<file path="src/rtl/pipe_ctrl_pkg.sv">
// Shared definitions for the pipeline sequencer: state encoding, default widths
// and the opcode values the hazard and redirect logic agree on.
package pipe_ctrl_pkg;

   localparam int PC_W_DEF  = 10;
   localparam int CNT_W_DEF = 16;

   typedef enum logic [2:0] {
      ST_PRIME  = 3'd0,
      ST_RUN    = 3'd1,
      ST_REFILL = 3'd2,
      ST_HALTED = 3'd3
   } state_e;

   // MIPS primary opcodes recognised by the stall and jump/branch detectors
   localparam logic [5:0] OP_RTYPE = 6'h00;
   localparam logic [5:0] OP_J     = 6'h02;
   localparam logic [5:0] OP_BEQ   = 6'h04;
   localparam logic [5:0] OP_LW    = 6'h23;
   localparam logic [5:0] OP_SW    = 6'h2b;
   localparam logic [5:0] OP_HALT  = 6'h3f;

   // Number of advance cycles the memory/wback stages keep running after halt
   localparam logic [1:0] DRAIN_CYCLES = 2'd2;

endpackage

</file>
<file path="src/rtl/step_pulse.sv">
// Synchronises the raw step key and emits a one-cycle pulse per rising edge.
// Flops reset to 1 so a key already held during reset is never seen as a press.
module step_pulse (
   input  logic clock,
   input  logic reset,
   input  logic key,
   output logic pulse
);

   logic [2:0] sync_q;
   logic [2:0] sync_d;

   always_comb begin
      sync_d = {sync_q[1:0], key};
   end

   always_ff @(posedge clock or negedge reset) begin
      if (!reset) begin
         sync_q <= 3'b111;
      end else begin
         sync_q <= sync_d;
      end
   end

   assign pulse = sync_q[1] & ~sync_q[2];

endmodule

</file>
<file path="src/rtl/pipe_sequencer.sv">
// Pipeline control: PC and PC shadows, per-stage load/flush strobes, redirect,
// load-use stall, halt drain and pause/single-step.
module pipe_sequencer
   import pipe_ctrl_pkg::*;
#(
   parameter int PC_W  = PC_W_DEF,
   parameter int CNT_W = CNT_W_DEF
) (
   input  logic             clock,
   input  logic             reset,
   input  logic             run,
   input  logic             step,
   input  logic             stall_req,
   input  logic             jump_req,
   input  logic [PC_W-1:0]  jump_target,
   input  logic             beq_req,
   input  logic [PC_W-1:0]  beq_offset,
   input  logic             halt_req,
   output logic [PC_W-1:0]  pc,
   output logic [PC_W-1:0]  pc_decode,
   output logic [PC_W-1:0]  pc_execute,
   output logic             decode_load,
   output logic             decode_flush,
   output logic             exec_load,
   output logic             exec_flush,
   output logic             back_en,
   output logic [2:0]       state,
   output logic [CNT_W-1:0] cycle_count,
   output logic [7:0]       stall_count
);

   state_e           state_q, state_d;
   logic [PC_W-1:0]  pc_q, pc_d;
   logic [PC_W-1:0]  pcd_q, pcd_d;
   logic [PC_W-1:0]  pce_q, pce_d;
   logic [1:0]       drain_q, drain_d;
   logic [CNT_W-1:0] cyc_q, cyc_d;
   logic [7:0]       stl_q, stl_d;
   logic             step_edge;
   logic             advance;

   step_pulse u_step_pulse (
      .clock (clock),
      .reset (reset),
      .key   (step),
      .pulse (step_edge)
   );

   // Strobes must stay low while reset is held, even though PRIME would fire them
   assign advance = reset & (run | step_edge);

   always_comb begin
      state_d      = state_q;
      pc_d         = pc_q;
      pcd_d        = pcd_q;
      pce_d        = pce_q;
      drain_d      = drain_q;
      cyc_d        = cyc_q;
      stl_d        = stl_q;
      decode_load  = 1'b0;
      decode_flush = 1'b0;
      exec_load    = 1'b0;
      exec_flush   = 1'b0;
      back_en      = 1'b0;

      if (advance) begin
         unique case (state_q)
            ST_PRIME, ST_REFILL: begin
               pc_d         = pc_q + 1'b1;
               decode_flush = 1'b1;
               exec_flush   = 1'b1;
               back_en      = 1'b1;
               state_d      = ST_RUN;
            end
            ST_RUN: begin
               if (halt_req) begin
                  decode_flush = 1'b1;
                  exec_flush   = 1'b1;
                  back_en      = 1'b1;
                  drain_d      = DRAIN_CYCLES;
                  state_d      = ST_HALTED;
               end else if (jump_req || beq_req) begin
                  pc_d         = jump_req ? jump_target : pce_q + beq_offset;
                  decode_flush = 1'b1;
                  exec_flush   = 1'b1;
                  back_en      = 1'b1;
                  state_d      = ST_REFILL;
               end else if (stall_req) begin
                  exec_flush   = 1'b1;
                  back_en      = 1'b1;
                  if (stl_q != 8'hff) stl_d = stl_q + 8'd1;
               end else begin
                  pc_d         = pc_q + 1'b1;
                  pcd_d        = pc_q;
                  decode_load  = 1'b1;
                  exec_load    = 1'b1;
                  back_en      = 1'b1;
               end
            end
            ST_HALTED: begin
               if (drain_q != 2'd0) begin
                  back_en = 1'b1;
                  drain_d = drain_q - 2'd1;
               end
            end
            default: state_d = ST_PRIME;
         endcase

         if (back_en) pce_d = pcd_q;
         if (state_q != ST_HALTED && cyc_q != {CNT_W{1'b1}}) cyc_d = cyc_q + 1'b1;
      end
   end

   always_ff @(posedge clock or negedge reset) begin
      if (!reset) begin
         state_q <= ST_PRIME;
         pc_q    <= '0;
         pcd_q   <= '0;
         pce_q   <= '0;
         drain_q <= 2'd0;
         cyc_q   <= '0;
         stl_q   <= 8'd0;
      end else begin
         state_q <= state_d;
         pc_q    <= pc_d;
         pcd_q   <= pcd_d;
         pce_q   <= pce_d;
         drain_q <= drain_d;
         cyc_q   <= cyc_d;
         stl_q   <= stl_d;
      end
   end

   assign pc          = pc_q;
   assign pc_decode   = pcd_q;
   assign pc_execute  = pce_q;
   assign state       = state_q;
   assign cycle_count = cyc_q;
   assign stall_count = stl_q;

endmodule

</file>
<file path="config.mk">
export PLATFORM = sky130hd
export DESIGN_NAME = pipe_sequencer
export DESIGN_NICKNAME = d
export VERILOG_FILES = /design/src/rtl/pipe_ctrl_pkg.sv /design/src/rtl/step_pulse.sv /design/src/rtl/pipe_sequencer.sv
export SDC_FILE = /design/constraint.sdc
export NUM_CORES = 1
export LEC_CHECK = 0
export ABC_AREA = 1
export ABC_CLOCK_PERIOD_IN_PS = 2100
export CAP_MARGIN = 20
export CORE_MARGIN = 2
export CORE_UTILIZATION = 40
export CTS_CLUSTER_SIZE = 20
export DETAILED_ROUTE_END_ITERATION = 10
export PLACE_DENSITY = 0.67
export SYNTH_ARGS = -nofsm -noshare
export SYNTH_HDL_FRONTEND = slang
export SYNTH_HIERARCHICAL = 1
export SYNTH_SLANG_ARGS = --single-unit
</file>
<file path="constraint.sdc">
create_clock -name clock -period 2.1 [get_ports clock]
set_input_delay 0.63 -clock clock [delete_from_list [all_inputs] [get_ports clock]]
set_output_delay 0.63 -clock clock [all_outputs]
set_load 0.02 [all_outputs]
</file>
# Yosys cells after proc, flatten, opt, wreduce, memory -nomap -nowiden
# Cells that the tools add are included.
[totals] reg_bits=62 in_bits=28 output_inout_bits=62 elab_cells=76
[op_classes] add_sub_neg=5 eq_ne=11 muxes=29 bitwise_logic=8 n_reduce_logical=15
[op_table] op="two-way mux 10 bit" n=4
[op_table] op="case mux 10 bit (2 select lines)" n=1
[op_table] op="adder 16 x 1 -> 16 bit, second input constant" n=1
[op_table] op="!= test 16 bit, second input constant" n=1
[op_table] op="two-way mux 1 bit" n=15
[op_table] op="adder 10 x 1 -> 10 bit, second input constant" n=1
[op_table] op="adder 10 bit" n=1
[op_table] op="case mux 3 bit (3 select lines)" n=1
[op_table] op="adder 8 x 1 -> 8 bit, second input constant" n=1
[op_table] op="!= test 8 bit, second input constant" n=1
[op_table] op="AND reduction 4 bit" n=2
[op_table] op="equality test 3 x 2 -> 1 bit, second input constant" n=2
[op_table] op="two-way mux 3 bit" n=2
[op_table] op="!= test 2 bit, second input constant" n=3
[op_table] op="!= test 3 bit, second input constant" n=2
[op_table] op="case mux 1 bit (2 select lines)" n=3
[op_table] op="AND reduction 6 bit" n=1
[op_table] op="nonzero test 2 bit" n=3
[op_table] op="inverter 1 bit" n=5
[op_table] op="AND reduction 5 bit" n=1
[op_table] op="two-way mux 2 bit" n=2
[op_table] op="case mux 2 bit (2 select lines)" n=1
[op_table] op="AND reduction 2 bit" n=2
[op_table] op="equality test 3 x 1 -> 1 bit, second input constant" n=1
[op_table] op="10 further kinds" n=11

# Logic depth before layout (Yosys ltp)
# Gate-level depths: netlist of run 1.
[depth] word_depth=6 ltp_mapped=12 depth_no_buf=12

# Hierarchy
# Netlist of run 1, hierarchy kept.
[modules_own_cells] mod="pipe_sequencer" n_inst=1 cells_per_inst=470 area_each_um2=3503.4 seq_area_each_um2=1451.4
[modules_own_cells] mod="step_pulse" n_inst=1 cells_per_inst=5 area_each_um2=88.8 seq_area_each_um2=78.8

# Least setup slack after synthesis of run 1
# OpenSTA, ideal clock, no wires.
[synth_timing] kind="in2out" start="input port beq_req" end="output port exec_load" t_arrival_ns=1.434 required_ns=1.470 path_slack_ns=0.036 cell_stages=5 path_buffers=2 cell_sequence="nor2_2 nand3_1 nor3_2 buf_2 buf_4"
[synth_via] elab_chain_len=5
[synth_lines] item="from (decl)" line_no="pipe_sequencer.sv:16" rtl="input logic beq_req,"
[synth_lines] item="logical OR 1 bit" line_no="pipe_sequencer.sv:82" rtl="end else if (jump_req || beq_req) begin"
[synth_lines] item="two-way mux 1 bit (4 in a row)"
[synth_lines] item="to (decl)" line_no="pipe_sequencer.sv:24" rtl="output logic exec_load,"
# No other way between the ends.

# Worst setup path after layout of run 1
[layout_timing] start="input port halt_req" end="output port exec_load"
[layout_via] elab_chain_len=3
[layout_lines] item="from (decl)" line_no="pipe_sequencer.sv:18" rtl="input logic halt_req,"
[layout_lines] item="two-way mux 1 bit" line_no="pipe_sequencer.sv:76" rtl="if (halt_req) begin"
[layout_lines] item="two-way mux 1 bit" line_no="pipe_sequencer.sv:67" rtl="unique case (state_q)"
[layout_lines] item="two-way mux 1 bit" line_no="pipe_sequencer.sv:66" rtl="if (advance) begin"
# No other way between the ends.

==> summary.md, run 1 <==
| Metric | Value |
|---|---|
| Run status | `complete, but fails checks` |
| Violated checks | `negative setup slack` |
| Syn avg cell area | `7.56 um^2` |
| Critical Path AT | `1520 ps` |
| Worst setup SP type | `input port` |
| Mapped Cells | `475` |
| # rows | `34` |
| Post-synth cell types | `31` |
| Commonest non-fill, non-tap cell in the layout | `nand2_1` |
| Clk buf depth | `2` |
| CP max FO | `3` |
| Most frequent cells in the layout | `nand2_1, clkdlybuf4s50_1, dfrtp_1` |
| Drt total wl | `9.64 mm` |
| Xor/xnor share of the synthesized area | `5.85%` |
| DR iter-0 viols | `116` |
| CP max-delay cell | `dlygate4sd2_1` |
| Tot GR Track Use | `20.9%` |
| Synth Area in Simple Gates | `28.3%` |
| Vias/cell | `4.87` |
| Tcrit/Tclk final | `102%` |
| DR pass1 iterations | `5` |
| Multiplexer share of the synthesized area | `0%` |
| Count of clock tree sinks | `61` |
| ANT cells | `0` |
| Power Total | `0.00610 W` |
| Pre-CTS worst setup slack | `-818 ps` |
| Fin nets | `651` |
| Syn_nets | `517` |
| Post-DRT Antenna Nets | `0` |
| Warnings, synthesis | `6` |
| Dpl hpwl | `7.14 mm` |
| Design area | `5130 um^2` |
| Largest family of logic cells by synthesized area | `simple AND/OR/NAND/NOR gates` |
| Die area | `9750 um^2` |
| Max-Cap Viols | `0` |
| Hold-fix buffers, CTS | `0` |
| Power per cell area | `1190 nW/um^2` |
| Ports | `90` |
| CP peak stage delay | `250 ps` |
| Worst min path class | `reg2reg` |
| Setup Skew | `6.67 ps` |
| # DRC | `0` |
| Ys flop type | `dfrtp_1` |
| Slew Limit Fails | `0` |
| Cell breakdown of the critical path | `dlygate4sd2_1 -> inv_2 -> nand3_2 -> nor3_2 -> buf_4 -> buf_6` |
| Max IR drop VDD | `0.729 mV` |
| # setup viols final | `4` |
| Worst-Margin Slew | `793 ps` |
| Layout area overhead | `42.7%` |
| GRT overflow | `0` |
| Setup Crit Path Kind | `in2out` |
| Worst skew pair latency | `330 ps` |
| Core ar. | `8720 um^2` |
| Final GP Congestion | `0.849` |
| Avg WL per Cell | `13.4 um` |
| CP required | `1470 ps` |
| Critical path's top delay family | `buffers and inverters` |
| Root Driver | `clkbuf_8` |
| Seq/Total Area, Yosys | `42.6%` |
| Initial antenna violation count | `0` |
| Post-Syn Area | `3590 um^2` |
| Vias in the first global route | `3,534` |
| Adder-cell share of the synthesized area | `5.09%` |
| Min Tclk post-route | `2150 ps` |
| Port bufs | `88` |
| Die width | `98.8 um` |
| Leakage | `2.66 nW` |
| Synthesized flop and latch total | `61` |
| Die height | `98.8 um` |
| H-tree levels | `3` |
| Post-synth ARST share | `100%` |
| Routed via count | `3,518` |
| Initial Util | `41.2%` |
| First-pass GRT wire length | `16.4 mm` |
| Synth Area in Compound Gates | `10.2%` |
| Final Hold Viols | `0` |
| Final setup margin | `-49.7 ps` |
| Largest net degree at the start of global routing | `62` |
| Relative max-transition margin | `47.1%` |
| RSZ-0062 raised after global routing | `true` |
| Max frequency | `465 MHz` |
| Crit. End Element | `output port` |
| CTS tree | `yes` |
| Post-synth EDFFs | `0` |
| Share of cells above drive strength 1 | `16.1%` |
| Critical path buffers and inverters | `4` |
| Placed inst area | `4820 um^2` |
| Clock transition at path regs | `60 ps` |
| Clock buffer count from CTS | `9` |
[cell type report]
type	instances	area (um^2)
Fill cell	785	3590
Multi-Input combinational cell	345	1830
Sequential cell	61	1530
Timing Repair Buffer	134	1250
Inverter	58	218
Clock buffer	14	153
Tap cell	108	135
Clock inverter	2	10.0
[report_power, final]
group | leakage [nW] | total, W | internal, W | switching [W]
combinational | 1.84 | 0.00323 | 0.00149 | 0.00174
clock | 0.0844 | 0.000897 | 0.000459 | 0.000438
sequential | 0.731 | 0.00197 | 0.00157 | 0.000401
total | 2.66 | 0.00610 | 0.00351 | 0.00258
[synth_stat cells (all sizes together), types with 3 or more instances]
cell type,number,area share [%]
xnor2,8,2.0
inv,58,6.1
nand4,5,1.0
nand2,151,16
a21oi,20,2.8
dfrtp,58,40
nand3b,5,1.0
xor2,16,3.9
ha,13,4.5
dfstp,3,2.2
o21ai,49,6.9
buf,11,1.8
nand3,26,3.8
nor3,10,2.0
nor2,36,4.0
[path summary, 6_finish.rpt]
path | startpoint | to | slack, ps | depth (start not counted)
worst max-delay path | halt_req | exec_load | -50 | 6
worst min-delay path | u_step_pulse/sync_q[0] | u_step_pulse/sync_q[1] | 360 | 0
worst max register to register | u_step_pulse/sync_q[1] | stall_count[4] | 360 | 10
worst min register to register | u_step_pulse/sync_q[0] | u_step_pulse/sync_q[1] | 360 | 0
max in group asynchronous | reset | pc_decode[7] | 990 | 2
min in group asynchronous | reset | pc_decode[6] | 550 | 2
[flip-flops by register name (all words and copies together) (netlist names)]
name and flops:
cycle_count 16, drain_q 2, pc 10, pc_decode 10, pc_execute 10, stall_count 8, state 2, u_step_pulse/sync_q 3
[routing by layer]
layer	GRT usage [%]	vias up	part of all wire, %
li1	-	1778	-
met1	27.3	1629	45
met2	33.9	99	47
met3	5.74	12	5.6
met4	6.22	0	1.5
met5	0	-	0
[per-stage QoR]
step / instances / hold WS (ps) / setup TNS (ps) / utilization (%)
floorplan: 475 / 334 / 0 / -
global placement: 696 / 349 / -7470 / 55.3
detailed placement: 696 / 348 / -8350 / 55.3
CTS: 717 / 357 / -240 / 57.9
global route: 722 / 365 / -512 / 58.8
finish: 722 / 356 / -132 / 58.8
[cells by family (layout without fill, tap and decap cells)]
group,Yosys count,in the layout
AND/OR/NAND/NOR,235,235
AO/OA/AOI/OAI,71,71
buffers and inverters,69,208
flip-flops,61,61
XOR/XNOR,24,24
adder cells (fa/ha/maj),14,14
other,1,1
[timing repair]
| action | 4_1_cts | 5_1_grt |
|---|---|---|
| setup buffers | 5 | 5 |
| gates resized for setup | 54 | 17 |
| setup endpoints to repair | 9 | 20 |
| pin swaps | 6 | 4 |
(Power assumes the default switching activity.)
==> run 2: changes to the inputs <==
--- a/config.mk
+++ b/config.mk
@@ -10,8 +10,8 @@
 export CAP_MARGIN = 20
 export CORE_MARGIN = 2
-export CORE_UTILIZATION = 40
+export CORE_UTILIZATION = 25
 export CTS_CLUSTER_SIZE = 20
 export DETAILED_ROUTE_END_ITERATION = 10
-export PLACE_DENSITY = 0.67
+export PLACE_DENSITY = 0.47
 export SYNTH_ARGS = -nofsm -noshare
 export SYNTH_HDL_FRONTEND = slang
==> constraint.sdc (replaced) <==
create_clock -name clock -period 2.1 [get_ports clock]
set_input_delay 0.63 -clock clock [delete_from_list [all_inputs] [get_ports clock]]
set_output_delay 0.63 -clock clock [all_outputs]
set_load 0.05 [all_outputs]
==> run 2 against run 1 <==
Compared with the run above: the run still ends with negative setup slack left; sequential power grew 2%; clock-buffer cell count shrank 1; die area grew 57%; critical path depth is the same; flip-flop and latch count is the same; critical path type is now reg2out.
==> summary.md, run 2 (synthesized netlist as in run 1, its figures left out) <==
| Metric | Value |
|---|---|
| DR iter-0 viols | `141 (+22%)` |
| RSZ-0062 raised after global routing | `true` |
| # rows | `43 (+26%)` |
| Final cell count without fillers | `787 (+9.0%)` |
| Critical Path AT | `1630 ps (+110 ps)` |
| Most frequent cells in the layout | `nand2_1, buf_4, dfrtp_1` |
| Worst min path class | `reg2reg` |
| Final GP Congestion | `0.824 (-3.0%)` |
| Core ar. | `13,900 um^2 (+60%)` |
| Clock transition at path regs | `50 ps (about the same)` |
| ANT cells | `0 (unchanged)` |
| CTS tree | `yes` |
| Reg2reg start | `u_step_pulse/sync_q[1]` |
| Leakage | `2.57 nW (-3.1%)` |
| Fin nets | `644 (-1.1%)` |
| Initial antenna violation count | `0 (unchanged)` |
| Final setup margin | `-157 ps (-107 ps)` |
| Worst setup SP type | `register` |
| Share of cells above drive strength 1 | `24.9% (+8.8 points)` |
| Tcrit/Tclk final | `107% (+5.1 points)` |
| Tot GR Track Use | `14.7% (-6.2 points)` |
| Cells after DPL | `768 (+10%)` |
| Vias/cell | `4.40 (-9.8%)` |
| Violated checks | `negative setup slack` |
| Endpoint, Worst Hold | `u_step_pulse/sync_q[1]` |
| Max-Cap Viols | `0 (unchanged)` |
| Clock buffer count from CTS | `9 (unchanged)` |
| Hold_ws | `357 ps (+0.179 ps)` |
| # DRC | `0 (unchanged)` |
| Setup Skew | `5.86 ps (-0.805 ps)` |
| Initial Util | `25.8% (-15 points)` |
| Drt total wl | `10.6 mm (+10%)` |
| Placed inst area | `4810 um^2 (-0.16%)` |
| Reg2Reg Setup Slack | `360 ps (about the same)` |
| Max IR drop VDD | `0.667 mV (-8.5%)` |
| Routed via count | `3,459 (-1.7%)` |
| Design area | `5170 um^2 (+0.90%)` |
| Count of clock tree sinks | `61 (unchanged)` |
| Multi-input gate area | `1830 um^2 (unchanged)` |
| First-pass GRT wire length | `16.9 mm (+3.0%)` |
| Worst skew pair latency | `340 ps (about the same)` |
| Die area | `15,300 um^2 (+57%)` |
| Setup Crit Path Kind | `reg2out` |
| Final Hold Viols | `0 (unchanged)` |
| Largest net degree at the start of global routing | `62 (unchanged)` |
| Min-delay src | `u_step_pulse/sync_q[0]` |
| Relative max-transition margin | `46.2% (-0.94 points)` |
| Die width | `124 um (+25%)` |
| Avg WL per Cell | `13.5 um (+1.0%)` |
| R2R Path End | `pc_decode[5]` |
| CP max FO | `4 (+1)` |
| WHS Path Cells | `0 (unchanged)` |
| Fillers | `1,438 (+83%)` |
| Crit. End Element | `output port` |
| Run status | `complete, but fails checks` |
| Worst Reg2Reg Path Length in Cells | `9 (-1)` |
| Ports | `90 (unchanged)` |
| Port bufs | `88 (unchanged)` |
| GRT overflow | `0 (unchanged)` |
| Root Driver | `clkbuf_16` |
| Die height | `124 um (+25%)` |
| Layout area overhead | `44.0%` |
| Register area | `1530 um^2 (about the same)` |
| Commonest non-fill, non-tap cell in the layout | `nand2_1` |
| Worst-Margin Slew | `807 ps (+14.0 ps)` |
| H-tree levels | `3 (unchanged)` |
| # setup viols final | `5 (+1)` |
| Clk buf depth | `2 (unchanged)` |
| Dpl hpwl | `8.03 mm (+12%)` |
| Power per cell area | `1440 nW/um^2 (+21%)` |
| Power Total | `0.00743 W (+22%)` |
| Slew Limit Fails | `0 (unchanged)` |
| CP required | `1470 ps (about the same)` |
| Max reg flops | `16 (unchanged)` |
| Vias in the first global route | `3,301 (-6.6%)` |
| Max frequency | `443 MHz (-4.8%)` |
| Post-DRT Antenna Nets | `0 (unchanged)` |
| Min Tclk post-route | `2260 ps (+107 ps)` |
| DR pass1 iterations | `4 (-1)` |
-- run 2: through the flow --
stage               worst slack, ps  utilization (%)  TNS [ps]
detailed placement             -367             34.5     -5710
global route                   -215             37.1      -868
finish                         -157             37.1      -549
global placement               -343             34.5     -4990
CTS                            -178             36.9      -695
floorplan                      -152                -      -152
-- run 2: final cells by class --
cell class / instances / share of cell area, %
Multi-Input combinational cell: 345 / 35.4
Sequential cell: 61 / 29.6
Timing Repair Buffer: 127 / 20.8
Clock buffer: 13 / 5.22
Tap cell: 180 / 4.35
Inverter: 58 / 4.21
Clock inverter: 3 / 0.387
-- run 2: power breakdown --
group	internal (W)	switching, W	leakage [nW]
registers	0.00157	0.000437	0.731
logic	0.00136	0.00262	1.70
clock network	0.000893	0.000547	0.138
-- run 2: worst max-delay path by stage --
stage / start / to / depth (start not counted)
2_1_floorplan: beq_req / exec_load / 5
3_3_place_gp: jump_req / decode_load / 6
3_5_place_dp: jump_req / decode_load / 6
4_1_cts: u_step_pulse/sync_q[1] / decode_load / 6
5_1_grt: u_step_pulse/sync_q[1] / decode_load / 6
6_report: u_step_pulse/sync_q[1] / decode_load / 6
-- run 2: metal layers --
metal	global-route usage, %	part of all wire, %
met4	5.26	1.5
met3	4.44	6.4
met2	22.4	44
met5	0	0
met1	19.6	48
-- run 2: worst max-delay path: stages (launching register included) --
cell and delay (ps):
dfstp_2 540, inv_2 40, nor2_4 100, o21ai_4 80
nor3_2 190, buf_4 190, buf_12 140
-- run 2: timing repair --
action | CTS | global route
buffers inserted | 3 | 0
gates cloned | 0 | 0
pin swaps | 4 | 2
hold buffers | 0 | 0
endpoints found under the setup margin | 5 | 11
gates resized for setup | 15 | 13
